## config.mk

```make
export PLATFORM = sky130hd
export DESIGN_NAME = fp_mul_seq
export DESIGN_NICKNAME = d
export VERILOG_FILES = /design/src/rtl/fp_mul_seq_pkg.sv /design/src/rtl/fp_classify.sv /design/src/rtl/fp_mul_seq.sv
export SDC_FILE = /design/constraint.sdc
export NUM_CORES = 1
export LEC_CHECK = 0
export ABC_AREA = 1
export CAP_MARGIN = 30
export CORE_ASPECT_RATIO = 1.25
export CORE_UTILIZATION = 35
export DETAILED_ROUTE_END_ITERATION = 16
export MAX_ROUTING_LAYER = met4
export SETUP_SLACK_MARGIN = 0.2
export SYNTH_ARGS = -nofsm -noshare
export SYNTH_HDL_FRONTEND = slang
export SYNTH_HIERARCHICAL = 1
export SYNTH_SLANG_ARGS = --single-unit
```

## constraint.sdc

```tcl
create_clock -name clock -period 2.8 [get_ports clock]
set_clock_uncertainty 0.05 [all_clocks]
set_input_delay 0.7 -clock clock [delete_from_list [all_inputs] [get_ports clock]]
set_output_delay 0.7 -clock clock [all_outputs]
set_load 0.02 [all_outputs]
```

## src/rtl/fp_mul_seq_pkg.sv

```systemverilog
// Shared single-precision float definitions used by the sequential multiplier
// and its classifier (and later by the adder and divider).
package fp_mul_seq_pkg;

  localparam int BIAS      = 127;
  localparam int MANT_BITS = 24;
  localparam int FP_BITS   = 32;
  localparam logic [FP_BITS-1:0] QNAN = 32'h7FC00000;

  typedef struct packed {
    logic        sign;
    logic [7:0]  exp;
    logic [22:0] frac;
  } fp_word_t;

  typedef struct packed {
    logic invalid;
    logic overflow;
    logic underflow;
    logic inexact;
  } fp_flags_t;

  typedef enum logic [2:0] {
    IDLE,
    MUL,
    NORM,
    ROUND,
    DONE
  } fp_mul_state_t;

  function automatic fp_word_t fp_unpack(input logic [FP_BITS-1:0] bits);
    return fp_word_t'(bits);
  endfunction

  function automatic logic [FP_BITS-1:0] fp_pack(input fp_word_t w);
    return {w.sign, w.exp, w.frac};
  endfunction

endpackage

```

## src/rtl/fp_classify.sv

```systemverilog
// Combinational operand classifier; denormals report as zero since the
// arithmetic blocks flush them.
module fp_classify
  import fp_mul_seq_pkg::*;
(
  input  fp_word_t x,
  output logic     is_zero,
  output logic     is_inf,
  output logic     is_nan,
  output logic     is_snan
);

  logic exp_max;
  logic frac_zero;

  always_comb begin
    exp_max   = &x.exp;
    frac_zero = (x.frac == 23'h0);
    is_zero   = (x.exp == 8'h00);
    is_inf    = exp_max && frac_zero;
    is_nan    = exp_max && !frac_zero;
    is_snan   = is_nan && !x.frac[22];
  end

endmodule

```

## src/rtl/fp_mul_seq.sv

```systemverilog
// Multi-cycle single-precision multiplier: shift-add significand product,
// then normalise, round-to-nearest-even and range check.
module fp_mul_seq
  import fp_mul_seq_pkg::*;
#(
  parameter int BITS_PER_CYCLE = 1
) (
  input  logic        clock,
  input  logic        reset_n,
  input  logic        in_valid,
  output logic        in_ready,
  input  logic [31:0] a,
  input  logic [31:0] b,
  output logic        out_valid,
  input  logic        out_ready,
  output logic [31:0] result,
  output logic [3:0]  flags
);

  localparam bit BPC_LEGAL = (BITS_PER_CYCLE == 1) || (BITS_PER_CYCLE == 2) ||
                             (BITS_PER_CYCLE == 3) || (BITS_PER_CYCLE == 4) ||
                             (BITS_PER_CYCLE == 6) || (BITS_PER_CYCLE == 8) ||
                             (BITS_PER_CYCLE == 12) || (BITS_PER_CYCLE == 24);
  localparam int MUL_CYCLES = MANT_BITS / BITS_PER_CYCLE;
  localparam logic [4:0] MUL_CNT_INIT = 5'(MUL_CYCLES);
  localparam logic signed [9:0] EXP_BIAS = 10'(BIAS);

  generate
    if (!BPC_LEGAL) begin : g_bad_bpc
      $error("fp_mul_seq: BITS_PER_CYCLE=%0d unsupported", BITS_PER_CYCLE);
    end
  endgenerate

  fp_mul_state_t state, next_state;

  fp_word_t  op_a, op_b;
  fp_word_t  result_q;
  fp_flags_t flags_q;
  logic      in_ready_q, out_valid_q;
  logic      res_sign;

  logic a_zero, a_inf, a_nan, a_snan;
  logic b_zero, b_inf, b_nan, b_snan;

  logic      special;
  fp_word_t  special_word;
  fp_flags_t special_flags;

  logic [4:0]               mul_cnt;
  logic [MANT_BITS-1:0]     mcand;
  logic [2*MANT_BITS-1:0]   prod, prod_step;
  logic [MANT_BITS:0]       step_sum;
  logic signed [9:0]        exp_q;
  logic [MANT_BITS-1:0]     sig_q;
  logic                     guard_q, sticky_q;

  logic                 round_up;
  logic [MANT_BITS:0]   sig_rnd;
  logic [MANT_BITS-1:0] sig_fin;
  logic signed [9:0]    exp_rnd;
  fp_word_t             rnd_word;
  fp_flags_t            rnd_flags;

  fp_classify u_class_a (
    .x       (op_a),
    .is_zero (a_zero),
    .is_inf  (a_inf),
    .is_nan  (a_nan),
    .is_snan (a_snan)
  );

  fp_classify u_class_b (
    .x       (op_b),
    .is_zero (b_zero),
    .is_inf  (b_inf),
    .is_nan  (b_nan),
    .is_snan (b_snan)
  );

  assign res_sign  = op_a.sign ^ op_b.sign;
  assign in_ready  = in_ready_q;
  assign out_valid = out_valid_q;
  assign result    = fp_pack(result_q);
  assign flags     = flags_q;

  // Special-case priority: NaN, inf*zero, inf, zero/denormal.
  always_comb begin
    special       = 1'b1;
    special_word  = fp_unpack({res_sign, 31'h0});
    special_flags = '0;
    if (a_nan || b_nan) begin
      special_word          = fp_unpack(QNAN);
      special_flags.invalid = a_snan || b_snan;
    end else if ((a_inf && b_zero) || (a_zero && b_inf)) begin
      special_word          = fp_unpack(QNAN);
      special_flags.invalid = 1'b1;
    end else if (a_inf || b_inf) begin
      special_word = fp_unpack({res_sign, 8'hFF, 23'h0});
    end else if (a_zero || b_zero) begin
      special_word = fp_unpack({res_sign, 31'h0});
    end else begin
      special = 1'b0;
    end
  end

  // Retire BITS_PER_CYCLE multiplier bits: add multiplicand on a set LSB,
  // then shift the {accumulator, multiplier} pair right.
  always_comb begin
    prod_step = prod;
    step_sum  = '0;
    for (int i = 0; i < BITS_PER_CYCLE; i++) begin
      step_sum  = {1'b0, prod_step[2*MANT_BITS-1:MANT_BITS]} +
                  (prod_step[0] ? {1'b0, mcand} : {(MANT_BITS+1){1'b0}});
      prod_step = {step_sum, prod_step[MANT_BITS-1:1]};
    end
  end

  always_comb begin
    round_up  = guard_q && (sticky_q || sig_q[0]);
    sig_rnd   = {1'b0, sig_q} + {{MANT_BITS{1'b0}}, round_up};
    sig_fin   = sig_rnd[MANT_BITS-1:0];
    exp_rnd   = exp_q;
    if (sig_rnd[MANT_BITS]) begin
      sig_fin = {1'b1, {(MANT_BITS-1){1'b0}}};
      exp_rnd = exp_q + 10'sd1;
    end
    rnd_word          = fp_unpack({res_sign, exp_rnd[7:0], sig_fin[22:0]});
    rnd_flags         = '0;
    rnd_flags.inexact = guard_q || sticky_q;
    if (exp_rnd >= 10'sd255) begin
      rnd_word            = fp_unpack({res_sign, 8'hFF, 23'h0});
      rnd_flags.overflow  = 1'b1;
      rnd_flags.inexact   = 1'b1;
    end else if (exp_rnd <= 10'sd0) begin
      rnd_word            = fp_unpack({res_sign, 31'h0});
      rnd_flags.underflow = 1'b1;
      rnd_flags.inexact   = 1'b1;
    end
  end

  always_ff @(posedge clock or negedge reset_n) begin
    if (!reset_n) state <= IDLE;
    else          state <= next_state;
  end

  // Specials are resolved on the first MUL cycle, once the operands are registered.
  always_comb begin
    next_state = state;
    case (state)
      IDLE:  if (in_valid && in_ready_q) next_state = MUL;
      MUL: begin
        if (mul_cnt == MUL_CNT_INIT && special) next_state = DONE;
        else if (mul_cnt == 5'd1)               next_state = NORM;
      end
      NORM:  next_state = ROUND;
      ROUND: next_state = DONE;
      DONE:  if (out_ready) next_state = IDLE;
      default: next_state = IDLE;
    endcase
  end

  always_ff @(posedge clock or negedge reset_n) begin
    if (!reset_n) begin
      op_a        <= '0;
      op_b        <= '0;
      mcand       <= '0;
      prod        <= '0;
      mul_cnt     <= '0;
      exp_q       <= '0;
      sig_q       <= '0;
      guard_q     <= 1'b0;
      sticky_q    <= 1'b0;
      result_q    <= '0;
      flags_q     <= '0;
      in_ready_q  <= 1'b0;
      out_valid_q <= 1'b0;
    end else begin
      case (state)
        IDLE: begin
          if (in_valid && in_ready_q) begin
            op_a    <= fp_unpack(a);
            op_b    <= fp_unpack(b);
            mcand   <= {1'b1, a[22:0]};
            prod    <= {{MANT_BITS{1'b0}}, 1'b1, b[22:0]};
            mul_cnt <= MUL_CNT_INIT;
            exp_q   <= $signed({2'b00, a[30:23]}) + $signed({2'b00, b[30:23]}) - EXP_BIAS;
          end
        end
        MUL: begin
          prod    <= prod_step;
          mul_cnt <= mul_cnt - 5'd1;
          if (next_state == DONE) begin
            result_q <= special_word;
            flags_q  <= special_flags;
          end
        end
        NORM: begin
          if (prod[2*MANT_BITS-1]) begin
            sig_q    <= prod[47:24];
            guard_q  <= prod[23];
            sticky_q <= |prod[22:0];
            exp_q    <= exp_q + 10'sd1;
          end else begin
            sig_q    <= prod[46:23];
            guard_q  <= prod[22];
            sticky_q <= |prod[21:0];
          end
        end
        ROUND: begin
          result_q <= rnd_word;
          flags_q  <= rnd_flags;
        end
        default: ;
      endcase
      in_ready_q  <= (next_state == IDLE);
      out_valid_q <= (next_state == DONE);
    end
  end

endmodule

```

* Word level (Yosys, flattened, before mapping)
Index checks and enable logic that the tools add are counted.
** Cells by class
- Add/sub/neg operators :: 6
- Order comparisons :: 2
- Eq/ne operators :: 10
- Muxes and demuxes :: 37
- Bitwise gates (word level) :: 1
- Reduce and logical (&&, ||, !) cells :: 39
** Operators with widths (number)
- $mux W32 :: 3
- $pmux W48 S2 :: 1
- $mux W31 :: 3
- $pmux W32 S2 :: 1
- $mux W24 :: 2
- $mux W48 :: 1
- $logic_not A23 Y1 :: 2
- $mux W10 :: 3
- $add A24 B1 Y25 :: 1
- $add A24 B24 Y25 :: 1
- $mux W23 :: 1
- $reduce_or A23 Y1 :: 1
- $reduce_or A22 Y1 :: 1
- $pmux W10 S2 :: 1
- $logic_not A8 Y1 :: 2
- $reduce_and A8 Y1 :: 2
- $pmux W3 S5 :: 1
- $mux W3 :: 4
- $logic_and A1 B1 Y1 :: 11
- $mux W1 :: 11
- $add A10 B2 Y10 const B :: 1
- $ge A10 B9 Y1 const B :: 1
- $le A10 B1 Y1 const B :: 1
- $pmux W5 S2 :: 1
- other kinds (20) :: 38
** Word-level totals
- Register bits :: 218
- Input bits :: 68
- Output and inout port bits :: 38

* Longest topological paths before layout
- Word-level depth :: 12
- Mapped depth :: 21
- Mapped depth without buffers :: 20

* Hierarchy
The synthesis kept the hierarchy.
** By module, submodules not included
- fp_mul_seq :: times used 1, cells each 1414, area each 10824.1 um2
- fp_classify :: times used 2, cells each 34, area each 145.1 um2

* Least setup slack after synthesis
Ideal clock, no wire load.
- Path kind :: register -> register
- Start point :: reg prod[0]
- End point :: reg prod[39]
- Setup time :: 0.133 ns
- Data arrival time :: 2.386 ns
- Required time :: 2.617 ns
- Setup slack :: 0.232 ns
- Stages on the path, launching flop included :: 14
- Buffers on the path :: 2
- Clock period less this slack :: 2.568 ns
- Cells stage by stage :: dfrtp_1 > clkbuf_1 > clkbuf_1 > nand2_1 > inv_1 > ha_1 > a21oi_1 > nand2_1 > a21boi_0 > o21ai_0 > a21oi_1 > o21ai_0 > nor2_1 > o22ai_1
** Between the ends
- Cells in the longest elaborated chain, start to end :: 3
** RTL lines
- start, declared :: RTL line fp_mul_seq.sv:51 : logic [2*MANT_BITS-1:0] prod, prod_step;
- start signal, assigned :: RTL line fp_mul_seq.sv:184 : prod <= {{MANT_BITS{1'b0}}, 1'b1, b[22:0]};
- start signal, assigned :: RTL line fp_mul_seq.sv:190 : prod <= prod_step;
- $mux W24 :: RTL line fp_mul_seq.sv:113 : (prod_step[0] ? {1'b0, mcand} : {(MANT_BITS+1){1'b0}});
- $add A24 B24 Y25 :: RTL line fp_mul_seq.sv:112 : step_sum = {1'b0, prod_step[2*MANT_BITS-1:MANT_BITS]} +
- $pmux W48 S2 :: RTL line fp_mul_seq.sv:178 : case (state)
No other way between the ends.
A chain may end at the register's enable or synchronous reset.

* Worst setup path in the final report
- Start point :: reg sig_q[0]
- End point :: reg result_q (netlist bit result[15])
** Between the ends
- Cells in the longest elaborated chain, start to end :: 8
- Elaborated cells on any way between the ends :: 10
- Those cells by class :: add/sub: 1; order compare: 2; mux: 5; reduce/logical: 2
** RTL lines
- start, declared :: RTL line fp_mul_seq.sv:54 : logic [MANT_BITS-1:0] sig_q;
- start signal, assigned :: RTL line fp_mul_seq.sv:199 : sig_q <= prod[47:24];
- start signal, assigned :: RTL line fp_mul_seq.sv:204 : sig_q <= prod[46:23];
- $logic_or A1 B1 Y1 :: RTL line fp_mul_seq.sv:119 : round_up = guard_q && (sticky_q || sig_q[0]);
- $logic_and A1 B1 Y1 :: RTL line fp_mul_seq.sv:119
- $add A24 B1 Y25 * :: RTL line fp_mul_seq.sv:120 : sig_rnd = {1'b0, sig_q} + {{MANT_BITS{1'b0}}, round_up};
- $mux W10 :: RTL line fp_mul_seq.sv:123 : if (sig_rnd[MANT_BITS]) begin
- $le A10 B1 Y1 :: RTL line fp_mul_seq.sv:134 : end else if (exp_rnd <= 10'sd0) begin
- $mux W31 :: RTL line fp_mul_seq.sv:134
- $mux W31 * :: RTL line fp_mul_seq.sv:130 : if (exp_rnd >= 10'sd255) begin
- $pmux W32 S2 * :: RTL line fp_mul_seq.sv:178
- end signal, assigned :: RTL line fp_mul_seq.sv:193 : result_q <= special_word;
- end signal, assigned :: RTL line fp_mul_seq.sv:210 : result_q <= rnd_word;
- end, declared :: RTL line fp_mul_seq.sv:37 : fp_word_t result_q;
Every way passes the cells marked *; elsewhere a longest branch is shown, timed or not.

==> impl_metrics.tcl <==
set metrics [dict create \
    syn_to_final_growth_pct 28.61 \
    synth_nets 1597 \
    clk_pin_slew_ns 0.08 \
    fmax_ghz 0.3895 \
    diodes 0 \
    grt_first_pass_wirelength_mm 47.74 \
    numPortBuffers 105 \
    grt_remaining_overflow 0 \
    syn-instance-count 1482 \
    critPathMaxFanout 8 \
    drt.antenna.violating_nets 0 \
    boundaryPins 106 \
    grt_pass1_vias 9533 \
    synth_top_area_frac 0.4390 \
    synth.distinct_cells 52 \
    grt_max_degree 70 \
    grt.total_usage 0.1893 \
    power.leakage_nw 6.909 \
    synth-edff-count 0 \
    drive_above_1_share 0.1534 \
    clock_sinks 195 \
    critical_path_required_ns 3.09 \
    cellPowerDensity_nw_per_um2 907.3 \
    cts_root_buf "clkbuf_16" \
    synth_area_leaders "dfrtp_1, nand2_1, ha_1" \
    dp_hpwl_mm 21.88 \
    drcViolationCount 0 \
    routed_wl_mm 29.45 \
    synth_area_um2 11110 \
    clk_latency_ns 0.45 \
    fin_crit_ns 2.567 \
    rsz0062_at_grt "yes" \
    cts_tree "yes" \
    synth-seq-cells 195 \
    fin_util 0.4599 \
    maxCapViolCount 0 \
    core_area_um2 31080 \
    die_w_um 161.4 \
    via_per_inst 4.853 \
    numCtsBuffers 17 \
    post-route-period-util 0.9168 \
    critPathKind "reg2reg" \
    drt_iter0_markers 664 \
    start_kind "flip-flop" \
    synthArstFlopShare 1.000 \
    dieArea_um2 32480 \
    yosys_warnings 6 \
    dieHeight_um 201.2 \
    row_count 72 \
    finalNetCount 1745 \
    antenna_found_initial 1 \
    hold_class "in2async" \
    synth.avg_cell_area_um2 7.500 \
    fillers 3133 \
    final-hold-violation-count 0 \
    slew_violations 0 \
    cts_max_path_buffers 2 \
    total_power_mw 12.97 \
    seq_area_frac_synth 0.4390 \
    arrival_ns 2.85 \
    ys.flop_type "dfrtp_1" \
    wl_per_cell_um 14.36 \
    vdd_drop_max_uv 381.8 \
    status "completed" \
    end_kind "flip-flop" \
    r2r_cells 19 \
    first_pass_iters 5 \
    num_vias 9948 \
    setup_viol 0 \
    start_util 0.3576 \
    htreeDepth 4 \
    worstMarginPinSlew_ns 0.7145 \
    yosysTopAreaCell "dfrtp_1" \
    max_slew_margin 0.5232 \
    place_congestion 0.9049 \
]
[worst max-delay path, cell delays in order, from the launching register on]
cell and delay (ns):
dfrtp_1 0.37, inv_2 0.05, a21oi_2 0.12, ha_2 0.21, ha_4 0.15, nand2_4 0.05
nor2_4 0.12, nand2_2 0.08, inv_4 0.10, nand2_8 0.09, buf_8 0.16, nand2_4 0.05
nand4_1 0.09, nor2_2 0.17, nand3_4 0.14, nand2_8 0.13, buf_12 0.14, nor2_1 0.04
nand3_1 0.06, nand2_1 0.06
[layout make-up]
| cell class | count | area (um^2) | share of cell area |
|---|---|---|---|
| tap | 407 | 509.2 | 0.03563 |
| clock buffer | 18 | 429.2 | 0.03002 |
| timing repair buffer | 175 | 1737 | 0.1215 |
| multi-input combinational | 1092 | 5981 | 0.4184 |
| clock inverter | 14 | 170.2 | 0.01190 |
| timing repair inverter | 1 | 8.758 | 0.0006127 |
| inverter | 148 | 579.3 | 0.04053 |
| sequential | 195 | 4880 | 0.3414 |
[power breakdown]
part	total, mW	internal, mW	switching (mW)
clock network	2.50	1.27	1.23
logic	5.76	2.33	3.43
registers	4.71	3.86	0.843
[cell usage in the layout, fill, tap and decap left out, types with 9 or more instances in the layout]
| cell | instances |
|---|---|
| a21oi_1 | 32 |
| a21oi_2 | 12 |
| buf_12 | 9 |
| buf_4 | 58 |
| clkbuf_16 | 18 |
| clkdlybuf4s50_1 | 98 |
| dfrtp_1 | 195 |
| ha_1 | 31 |
| ha_4 | 9 |
| inv_1 | 132 |
| inv_2 | 11 |
| nand2_1 | 480 |
| nand2_2 | 22 |
| nand3_1 | 69 |
| nand3_2 | 20 |
| nand4_1 | 19 |
| nor2_1 | 121 |
| nor2_2 | 18 |
| o211ai_1 | 18 |
| o21ai_0 | 76 |
| o21ai_1 | 22 |
| o22ai_1 | 17 |
| xnor2_1 | 9 |
| xor2_1 | 19 |
[layer usage]
layer	part of all wire	global-route usage
met1	0.46	0.2381
met2	0.50	0.3154
met3	0.029	0.02494
met4	0.018	0.05660
met5	0	-
[cell usage after synthesis (2+ instances only)]
cell type  instances
nand2_1          497
dfrtp_1          195
nor2_1           141
inv_1            139
o21ai_0           93
nand3_1           81
a21oi_1           45
ha_1              45
clkbuf_1          34
nand4_1           19
xor2_1            19
o211ai_1          18
o22ai_1           18
nand3_2           11
nor3_1            11
nor4_1            11
o21ai_1           11
nand2_2           10
buf_1              9
xnor2_1            9
a31oi_1            7
inv_2              6
or2_2              6
a21o_1             3
a22oi_1            3
nand2_4            3
nor2_2             3
nor3_2             3
or3_1              3
buf_6              2
fa_1               2
nand3b_1           2
nor2b_1            2
o21bai_1           2
o31ai_1            2
[state kept, by name (all words and copies together) (netlist names)]
register	count
out_valid	1
exp_q	10
mul_cnt	5
in_ready	1
sig_q	24
flags	4
op_b	32
mcand	2
op_a	31
sticky_q	1
state	3
prod	48
result	32
guard_q	1
[cell families after synthesis]
kind of cell / Yosys count / synth area share
flip-flops: 195 / 0.4390
AND/OR/NAND/NOR: 809 / 0.3108
XOR/XNOR: 28 / 0.02207
buffers and inverters: 195 / 0.06889
adder cells (fa/ha/maj): 47 / 0.05426
AO/OA/AOI/OAI: 208 / 0.1049
[final timing paths]
kind	startpoint	slack, ns	endpoint
worst min-delay path	reset_n	0.17	result[19]$_DFFE_PN0P_
worst min register to register	result[17]$_DFFE_PN0P_	0.43	result[17]$_DFFE_PN0P_
worst max-delay path	sig_q[0]$_DFFE_PN0P_	0.23	result[15]$_DFFE_PN0P_
worst max register to register	sig_q[0]$_DFFE_PN0P_	0.23	result[15]$_DFFE_PN0P_
max in group asynchronous	reset_n	1.85	op_a[23]$_DFFE_PN0P_
min in group clock	result[17]$_DFFE_PN0P_	0.43	result[17]$_DFFE_PN0P_
[stage by stage]
step | std cells | hold WS, ns | setup TNS (ns) | setup WS (ns) | instance area [um^2]
6_report | 2050 | 0.1719 | 0 | 0.2329 | 14290
3_5_place_dp | 2000 | 0.4162 | -1.297 | -0.4053 | 12990
2_1_floorplan | 1482 | 0.3544 | 0 | 0.2315 | 11110
3_3_place_gp | 2000 | 0.4121 | -1.108 | -0.3792 | 12990
4_1_cts | 2034 | 0.1832 | 0 | 0.1817 | 13670
5_1_grt | 2050 | 0.1980 | 0 | 0.07882 | 14290
[repair_timing]
action | 4_1_cts | 5_1_grt
cloned | 0 | 2
pin swaps | 4 | 48
gates resized for setup | 19 | 137
setup buffers | 2 | 14
hold buffers | 0 | 0
setup endpoints to repair | 38 | 53
Power figures use the tool's default switching activity.
